`config.mk`:
```
export PLATFORM = sky130hd
export DESIGN_NAME = ram_multi_read_sync_flat
export DESIGN_NICKNAME = d
export VERILOG_FILES = /design/src/rtl/ram_multi_read_sync_if.sv /design/src/rtl/ram_multi_read_sync.sv /design/src/flat_wrapper.sv
export SDC_FILE = /design/constraint.sdc
export NUM_CORES = 1
export LEC_CHECK = 0
export ABC_AREA = 0
export BUFFER_PORTS_ARGS = -buffer_cell sky130_fd_sc_hd__buf_2
export CORE_MARGIN = 2
export CORE_UTILIZATION = 59
export DETAILED_ROUTE_END_ITERATION = 10
export GPL_ROUTABILITY_DRIVEN = 0
export PLACE_DENSITY = 0.87
export SETUP_SLACK_MARGIN = 0.3
export SYNTH_ARGS = -nofsm -noshare
export SYNTH_HDL_FRONTEND = slang
export SYNTH_SLANG_ARGS = --single-unit
export TNS_END_PERCENT = 10
```
`constraint.sdc`:
```
create_clock -name clock -period 13.5 [get_ports clock]
set_input_delay 1.35 -clock clock [delete_from_list [all_inputs] [get_ports clock]]
set_output_delay 1.35 -clock clock [all_outputs]
set_load 0.02 [all_outputs]
```
`src/rtl/ram_multi_read_sync_if.sv`:
```
// Bus bundle for ram_multi_read_sync: one masked write port plus packed per-port read
// request/response signals.
interface ram_multi_read_sync_if #(
    parameter int unsigned WIDTH         = 8,
    parameter int unsigned ADDRESS_WIDTH = 4,
    parameter int unsigned READ_PORTS    = 2,
    parameter int unsigned MASK_WIDTH    = 1
);
    logic                                 write_enable;
    logic [ADDRESS_WIDTH-1:0]             write_address;
    logic [MASK_WIDTH-1:0]                write_mask;
    logic [WIDTH-1:0]                     write_data;
    logic [READ_PORTS-1:0]                read_enable;
    logic [READ_PORTS*ADDRESS_WIDTH-1:0]  read_address;
    logic [READ_PORTS*WIDTH-1:0]          read_data;
    logic [READ_PORTS-1:0]                read_valid;

    modport master (
        output write_enable, write_address, write_mask, write_data, read_enable, read_address,
        input  read_data, read_valid
    );

    modport slave (
        input  write_enable, write_address, write_mask, write_data, read_enable, read_address,
        output read_data, read_valid
    );
endinterface

```
`src/rtl/ram_multi_read_sync.sv`:
```
// Single-clock RAM: one lane-masked write port, READ_PORTS independent read ports with a
// 1- or 2-stage read pipeline; BYPASS selects write-first (1) or read-first (0) on collisions.
module ram_multi_read_sync #(
    parameter int unsigned WIDTH         = 8,
    parameter int unsigned DEPTH         = 16,
    parameter int unsigned ADDRESS_WIDTH = (DEPTH > 1) ? $clog2(DEPTH) : 1,
    parameter int unsigned READ_PORTS    = 2,
    parameter int unsigned MASK_WIDTH    = 1,
    parameter int unsigned READ_LATENCY  = 1,
    parameter int unsigned BYPASS        = 1
) (
    input logic                  clock,
    input logic                  reset,
    ram_multi_read_sync_if.slave bus
);
    localparam int unsigned LANE = WIDTH / MASK_WIDTH;
    localparam logic [ADDRESS_WIDTH:0] DEPTH_EXT = (ADDRESS_WIDTH + 1)'(DEPTH);

    logic [WIDTH-1:0] mem_q [DEPTH];
    logic [WIDTH-1:0] bit_mask;
    logic [WIDTH-1:0] write_old;
    logic [WIDTH-1:0] write_word;
    logic             write_in_range;
    logic             write_fire;

    always_comb begin
        bit_mask = '0;
        for (int i = 0; i < int'(MASK_WIDTH); i++) begin
            bit_mask[i*LANE +: LANE] = {LANE{bus.write_mask[i]}};
        end
    end

    assign write_in_range = {1'b0, bus.write_address} < DEPTH_EXT;
    assign write_fire     = bus.write_enable && write_in_range;
    assign write_old      = write_in_range ? mem_q[bus.write_address] : '0;
    // Merged word is both what gets stored and what a write-first collision returns.
    assign write_word     = (write_old & ~bit_mask) | (bus.write_data & bit_mask);

    always_ff @(posedge clock or posedge reset) begin
        if (reset) begin
            for (int i = 0; i < int'(DEPTH); i++) begin
                mem_q[i] <= '0;
            end
        end else if (write_fire) begin
            mem_q[bus.write_address] <= write_word;
        end
    end

    logic [WIDTH-1:0]      port_data [READ_PORTS];
    logic [READ_PORTS-1:0] port_valid;

    for (genvar p = 0; p < READ_PORTS; p++) begin : g_port
        logic [ADDRESS_WIDTH-1:0] addr;
        logic                     addr_in_range;
        logic                     collide;
        logic [WIDTH-1:0]         fetch_word;
        logic [WIDTH-1:0]         s1_data_q;
        logic                     s1_valid_q;

        assign addr          = bus.read_address[p*ADDRESS_WIDTH +: ADDRESS_WIDTH];
        assign addr_in_range = {1'b0, addr} < DEPTH_EXT;
        assign collide       = write_fire && (addr == bus.write_address);

        always_comb begin
            fetch_word = addr_in_range ? mem_q[addr] : '0;
            if ((BYPASS != 0) && collide) begin
                fetch_word = write_word;
            end
        end

        // Data register only loads on a request so read_data holds between reads.
        always_ff @(posedge clock or posedge reset) begin
            if (reset) begin
                s1_data_q  <= '0;
                s1_valid_q <= 1'b0;
            end else begin
                s1_valid_q <= bus.read_enable[p];
                if (bus.read_enable[p]) begin
                    s1_data_q <= fetch_word;
                end
            end
        end

        if (READ_LATENCY >= 2) begin : g_lat2
            logic [WIDTH-1:0] s2_data_q;
            logic             s2_valid_q;

            always_ff @(posedge clock or posedge reset) begin
                if (reset) begin
                    s2_data_q  <= '0;
                    s2_valid_q <= 1'b0;
                end else begin
                    s2_valid_q <= s1_valid_q;
                    if (s1_valid_q) begin
                        s2_data_q <= s1_data_q;
                    end
                end
            end

            assign port_data[p]  = s2_data_q;
            assign port_valid[p] = s2_valid_q;
        end else begin : g_lat1
            assign port_data[p]  = s1_data_q;
            assign port_valid[p] = s1_valid_q;
        end
    end

    always_comb begin
        bus.read_data = '0;
        for (int p = 0; p < int'(READ_PORTS); p++) begin
            bus.read_data[p*WIDTH +: WIDTH] = port_data[p];
        end
    end

    assign bus.read_valid = port_valid;
endmodule

```
`src/flat_wrapper.sv`:
```
// flat-port wrapper written by rule: the top's interface ports become plain ports
module ram_multi_read_sync_flat 
#(
    parameter int unsigned WIDTH         = 8,
    parameter int unsigned DEPTH         = 16,
    parameter int unsigned ADDRESS_WIDTH = (DEPTH > 1) ? $clog2(DEPTH) : 1,
    parameter int unsigned READ_PORTS    = 2,
    parameter int unsigned MASK_WIDTH    = 1,
    parameter int unsigned READ_LATENCY  = 1,
    parameter int unsigned BYPASS        = 1
)
  (clock, reset, bus_write_enable, bus_write_address, bus_write_mask, bus_write_data, bus_read_enable, bus_read_address, bus_read_data, bus_read_valid);
  ram_multi_read_sync_if #(.WIDTH(WIDTH), .ADDRESS_WIDTH(ADDRESS_WIDTH), .READ_PORTS(READ_PORTS), .MASK_WIDTH(MASK_WIDTH)) bus_i ();
  input logic clock;
  input logic reset;
  input wire logic [$bits(bus_i.write_enable)-1:0] bus_write_enable;
  input wire logic [$bits(bus_i.write_address)-1:0] bus_write_address;
  input wire logic [$bits(bus_i.write_mask)-1:0] bus_write_mask;
  input wire logic [$bits(bus_i.write_data)-1:0] bus_write_data;
  input wire logic [$bits(bus_i.read_enable)-1:0] bus_read_enable;
  input wire logic [$bits(bus_i.read_address)-1:0] bus_read_address;
  output wire logic [$bits(bus_i.read_data)-1:0] bus_read_data;
  output wire logic [$bits(bus_i.read_valid)-1:0] bus_read_valid;
  assign bus_i.write_enable = bus_write_enable;
  assign bus_i.write_address = bus_write_address;
  assign bus_i.write_mask = bus_write_mask;
  assign bus_i.write_data = bus_write_data;
  assign bus_i.read_enable = bus_read_enable;
  assign bus_i.read_address = bus_read_address;
  assign bus_read_data = bus_i.read_data;
  assign bus_read_valid = bus_i.read_valid;
  ram_multi_read_sync #(.WIDTH(WIDTH), .DEPTH(DEPTH), .ADDRESS_WIDTH(ADDRESS_WIDTH), .READ_PORTS(READ_PORTS), .MASK_WIDTH(MASK_WIDTH), .READ_LATENCY(READ_LATENCY), .BYPASS(BYPASS)) u_core (.clock(clock), .reset(reset), .bus(bus_i));
endmodule
```
Word level (Yosys, flattened, before mapping)
Index checks and enable logic that the tools add are counted.

word-level totals
  register bits = 146
  bits of input ports = 26
  word-level logic and storage cells = 50

operators by class
  order comparisons = 4
  eq/ne operators = 2
  muxes and demuxes = 14
  bitwise operators = 7
  reduce and logical (&&, ||, !) cells = 3

operator list
  kind                  count
  $bwmux W128           1
  $bmux W8 S4           3
  $mux W8               9
  $demux W8 S4          1
  $and A8 B8 Y8         2
  $ge A5 B5 Y1 const B  3
  $not A4 Y5            3
  $eq A4 B4 Y1          2
  $not A8 Y8            1
  $or A8 B8 Y8          1
  $lt A5 B1 Y1 const B  1
  $logic_and A1 B1 Y1   3

Depth between registers and ports, before layout
  depth in word-level cells = 7
  mapped depth = 10

Worst setup path after synthesis
No wires, ideal clock.

  path kind = input to register
  start point = in bus_read_address[0]
  end point = reg u_core.g_port[0].s1_data_q[1]
  data arrival time = 3.170 ns
  data required time = 13.374 ns
  slack = 10.204 ns
  stages on the path = 6
  path buffers = 2
  cell sequence = clkbuf_1 > buf_2 > mux4_2 > mux2_2 > o2111a_1 > a221o_1

between the ends
  longest elaborated chain between the ends = 5
  elaborated cells on any way between the ends = 7
  those cells by class = eq/ne: 1; mux: 4; bitwise: 1; reduce/logical: 1

RTL lines
  item                                         RTL line                   text
  start: declaration                           flat_wrapper.sv:21         input wire logic [$bits(bus_i.read_address)-1:0] bus_read_address;
  $not A4 Y5 (not written as such)             ram_multi_read_sync.sv:65  fetch_word = addr_in_range ? mem_q[addr] : '0;
  $bmux W8 S4                                  ram_multi_read_sync.sv:65
  $mux W8 (not written as such) (2 in series)  ram_multi_read_sync.sv:65
  $mux W8 (*)                                  ram_multi_read_sync.sv:66  if ((BYPASS != 0) && collide) begin
  end signal: assignment                       ram_multi_read_sync.sv:79  s1_data_q <= fetch_word;
  end: declaration                             ram_multi_read_sync.sv:57  logic [WIDTH-1:0] s1_data_q;

Every way passes the cells marked *; elsewhere a longest branch is shown, timed or not. The select of a mux whose other input is x is not followed.
A chain may end at the register's enable or synchronous reset.

Worst setup path in the final report
  start point = in bus_write_address[1]
  end point = reg u_core.mem_q[62] (netlist bit)

between the ends
  longest elaborated chain between the ends = 7
  elaborated cells on any way between the ends = 12
  those cells by class = order compare: 2; mux: 6; bitwise: 3; reduce/logical: 1

RTL lines
  item                                         RTL line                                              text
  start: declaration                           flat_wrapper.sv:17                                    input wire logic [$bits(bus_i.write_address)-1:0] bus_write_address;
  $not A4 Y5 (not written as such) (*)         ram_multi_read_sync.sv:35, ram_multi_read_sync.sv:45
  $bmux W8 S4                                  ram_multi_read_sync.sv:35                             assign write_old = write_in_range ? mem_q[bus.write_address] : '0;
  $mux W8 (not written as such) (2 in series)  ram_multi_read_sync.sv:35
  $and A8 B8 Y8                                ram_multi_read_sync.sv:37                             assign write_word = (write_old & ~bit_mask) | (bus.write_data & bit_mask);
  $or A8 B8 Y8                                 ram_multi_read_sync.sv:37
  $bwmux W128 (*)                              ram_multi_read_sync.sv:45                             mem_q[bus.write_address] <= write_word;
  end signal: indexed assignment               ram_multi_read_sync.sv:45
  end: declaration                             ram_multi_read_sync.sv:19                             logic [WIDTH-1:0] mem_q [DEPTH];

Marks and branches as above.

==> reports/metrics.csv <==
stage;metric;value;unit
run_status;outcome;complete, no violations;
placed_design;hpwlAfterDp;15.2;mm
pwr;total_power;1700;uW
layout;drive_gt1_frac;0.508;
timing;fin_tns_setup;0;ns
timing;worstMarginPinSlew;1.29;ns
floorplanning;std_cell_rows;45;
global_routing;antenna_found_initial;0;
pwr;p_leak;0.00415;uW
clock_tree;cts_tree;yes;
layout;layout_common_cells;mux2_2 (151), dfrtp_1 (146), mux4_2 (72);
route;drc;0;
timing;drv_slew;0;
critical_path;cp-end-kind;flip-flop;
clock_tree;postCtsHoldBufs;0;
route;ant_nets;0;
route;vias_per_cell;7.36;
floorplanning;die_area;16400;um^2
critical_path;start_kind;input pin;
synth;syn_area;9090;um^2
critical_path;arrival;4.34;ns
placed_design;dp_slack;9.35;ns
route;wirelength;24.8;mm
layout;antenna_cells;0;
floorplanning;die_y;128;um
run;drv_cap;0;
synth;syn_inst;624;
floorplanning;ioPinCount;44;
synth;yosysWarningCount;0;
floorplanning;die_w;128;um
clock_tree;post-cts-setup-buffer-count;0;
layout;regArea;3650;um^2
timing;whs;0.514;ns
clock_tree;path_clk_slew;0.06;ns
synth;ys_ff_latch;146;
timing;fmax;0.251;GHz
clock_tree;h-tree-depth;4;
timing;hold_viol;0;
timing;max_slew_margin;0.134;
synth;ys_seq_area_frac;0.402;
timing;period_share;0.295;
critical_path;ff2ff_path_depth;5;
timing;rsz0062_at_grt;false;
critical_path;required;13.86;ns
layout;final_cells;836;
hold_path;hold_depth;1;
critical_path;critPathKind;in -> reg;
route;drt-wirelength-per-cell;29.7;um
clock_tree;cts_sinks;146;
global_routing;grt_usage;0.320;
layout;area_growth;8.52;%
floorplanning;start_util;0.600;
route;drt-pass1-iter-count;6;
placed_design;dpl.cell_count;804;
global_routing;grt_pass1_wl;38.2;mm
pwr;power_density;172;nW/um^2
clock_tree;root_buffer;clkbuf_16;
synth;syn_area_per_cell;14.6;um^2
placed_design;io_buffers;43;
timing;worst_slack;9.52;ns
clock_tree;postCtsResizedCells;0;
pwr;ir_drop;0.106;mV
clock_tree;cts_buffers;17;
synth;synth.distinct_cells;34;
route;vias;6156;
layout;layout_commonest_cell;mux2_2;
global_routing;overflow;0;
synth;synth_nets;650;
layout;fillCellCount;1049;
floorplanning;fp.coreArea;15100;um^2
timing;clock_skew;0.00670;ns
layout;multi_input_area;5060;um^2
clock_tree;cts.path.max_buffers;2;
global_routing;first_global_vias;6511;
critical_path;crit_fanout;26;
timing;period_needed;3.98;ns
layout;fin_nets;661;
clock_tree;clk_latency;0.43;ns
global_routing;grt_max_degree;93;
route;drtIter0Drc;926;
hold_path;holdCritPathClass;reg -> reg;
timing;setup_viol;0;
==> area by class of cell <==
cell class | count | share of cell area
tap | 188 | 0.0238
inverter | 12 | 0.00507
clock buffer | 21 | 0.0477
multi-input combinational | 411 | 0.512
sequential | 146 | 0.370
clock inverter | 11 | 0.0160
timing repair buffer | 47 | 0.0249
==> flip-flops by register name (all words and copies together) (netlist names) <==
name	count
u_core.g_port.s1_valid_q	2
u_core.g_port.s1_data_q	16
u_core.mem_q	128
==> metrics by stage <==
step / utilization / area [um^2]
after global routing: 0.652 / 9870
after floorplan: - / 9090
final: 0.652 / 9870
after detailed placement: 0.610 / 9240
after global placement: 0.610 / 9240
after CTS: 0.652 / 9870
==> critical path, cell delays in order <==
cell and delay [ns]:
buf_2 0.51, nand2b_1 0.27, nor2_1 0.80, a222oi_1 0.29, a32oi_2 0.80, mux2_2 0.30
==> where the power goes <==
part | switching (uW) | internal (uW) | total [uW]
Combinational | 201 | 298 | 498
Sequential | 127 | 568 | 695
Clock | 182 | 322 | 504
Total | 510 | 1190 | 1700
==> worst paths after layout <==
path | slack [ns] | end | start
min | 0.51 | u_core.g_port[0].s1_data_q[4] | u_core.g_port[0].s1_data_q[4]
max in group asynchronous | 10.99 | u_core.mem_q[24] | reset
min in group asynchronous | 0.97 | u_core.mem_q[20] | reset
min reg2reg | 0.51 | u_core.g_port[0].s1_data_q[4] | u_core.g_port[0].s1_data_q[4]
max | 9.52 | u_core.mem_q[62] | bus_write_address[1]
max reg2reg | 11.27 | u_core.g_port[0].s1_data_q[6] | u_core.mem_q[118]
==> routing by layer <==
metal | GRT usage | vias up | share of wire
li1 | - | 2480 | -
met1 | 0.409 | 3170 | 0.37
met2 | 0.497 | 412 | 0.47
met3 | 0.0885 | 94 | 0.11
met4 | 0.178 | 0 | 0.048
met5 | 0 | - | 0
==> Yosys cell counts <==
library cell  number  area share
a32oi_4            1      0.0030
a32oi_2            7       0.013
clkinv_1           2     0.00083
mux4_1             8       0.023
nor3b_1            1     0.00083
nor2_2             9      0.0062
buf_12             2      0.0044
mux2_1            17       0.021
inv_1              9      0.0037
o2111a_1          16       0.020
mux4_2            72        0.18
a221o_1           16       0.018
buf_6              9       0.011
nand3b_1           3      0.0025
inv_2              1     0.00041
mux2_4             8       0.013
or2_1              1     0.00069
xor2_1             6      0.0058
clkbuf_1          15      0.0062
nand2_1           25       0.010
a222oi_1           8      0.0088
dfrtp_1          146        0.40
buf_2             13      0.0072
buf_1             11      0.0045
buf_4              4      0.0033
mux2_2           151        0.19
mux2i_1           24       0.026
nand2b_1           3      0.0021
nor3_1             2      0.0011
xnor2_1            2      0.0019
nand3_1            5      0.0028
nor2_1            25       0.010
clkbuf_2           1     0.00055
nand2_2            1     0.00069
==> kinds of logic (layout without fill, tap and decap cells) <==
kind of cell	count (synthesis)	count (layout)	synth area share
AO/OA/AOI/OAI	48	48	0.0618
XOR/XNOR	8	8	0.00771
buffers and inverters	67	91	0.0422
flip-flops	146	146	0.402
multiplexers	280	280	0.449
AND/OR/NAND/NOR	75	75	0.0374
(Power assumes the default switching activity.)
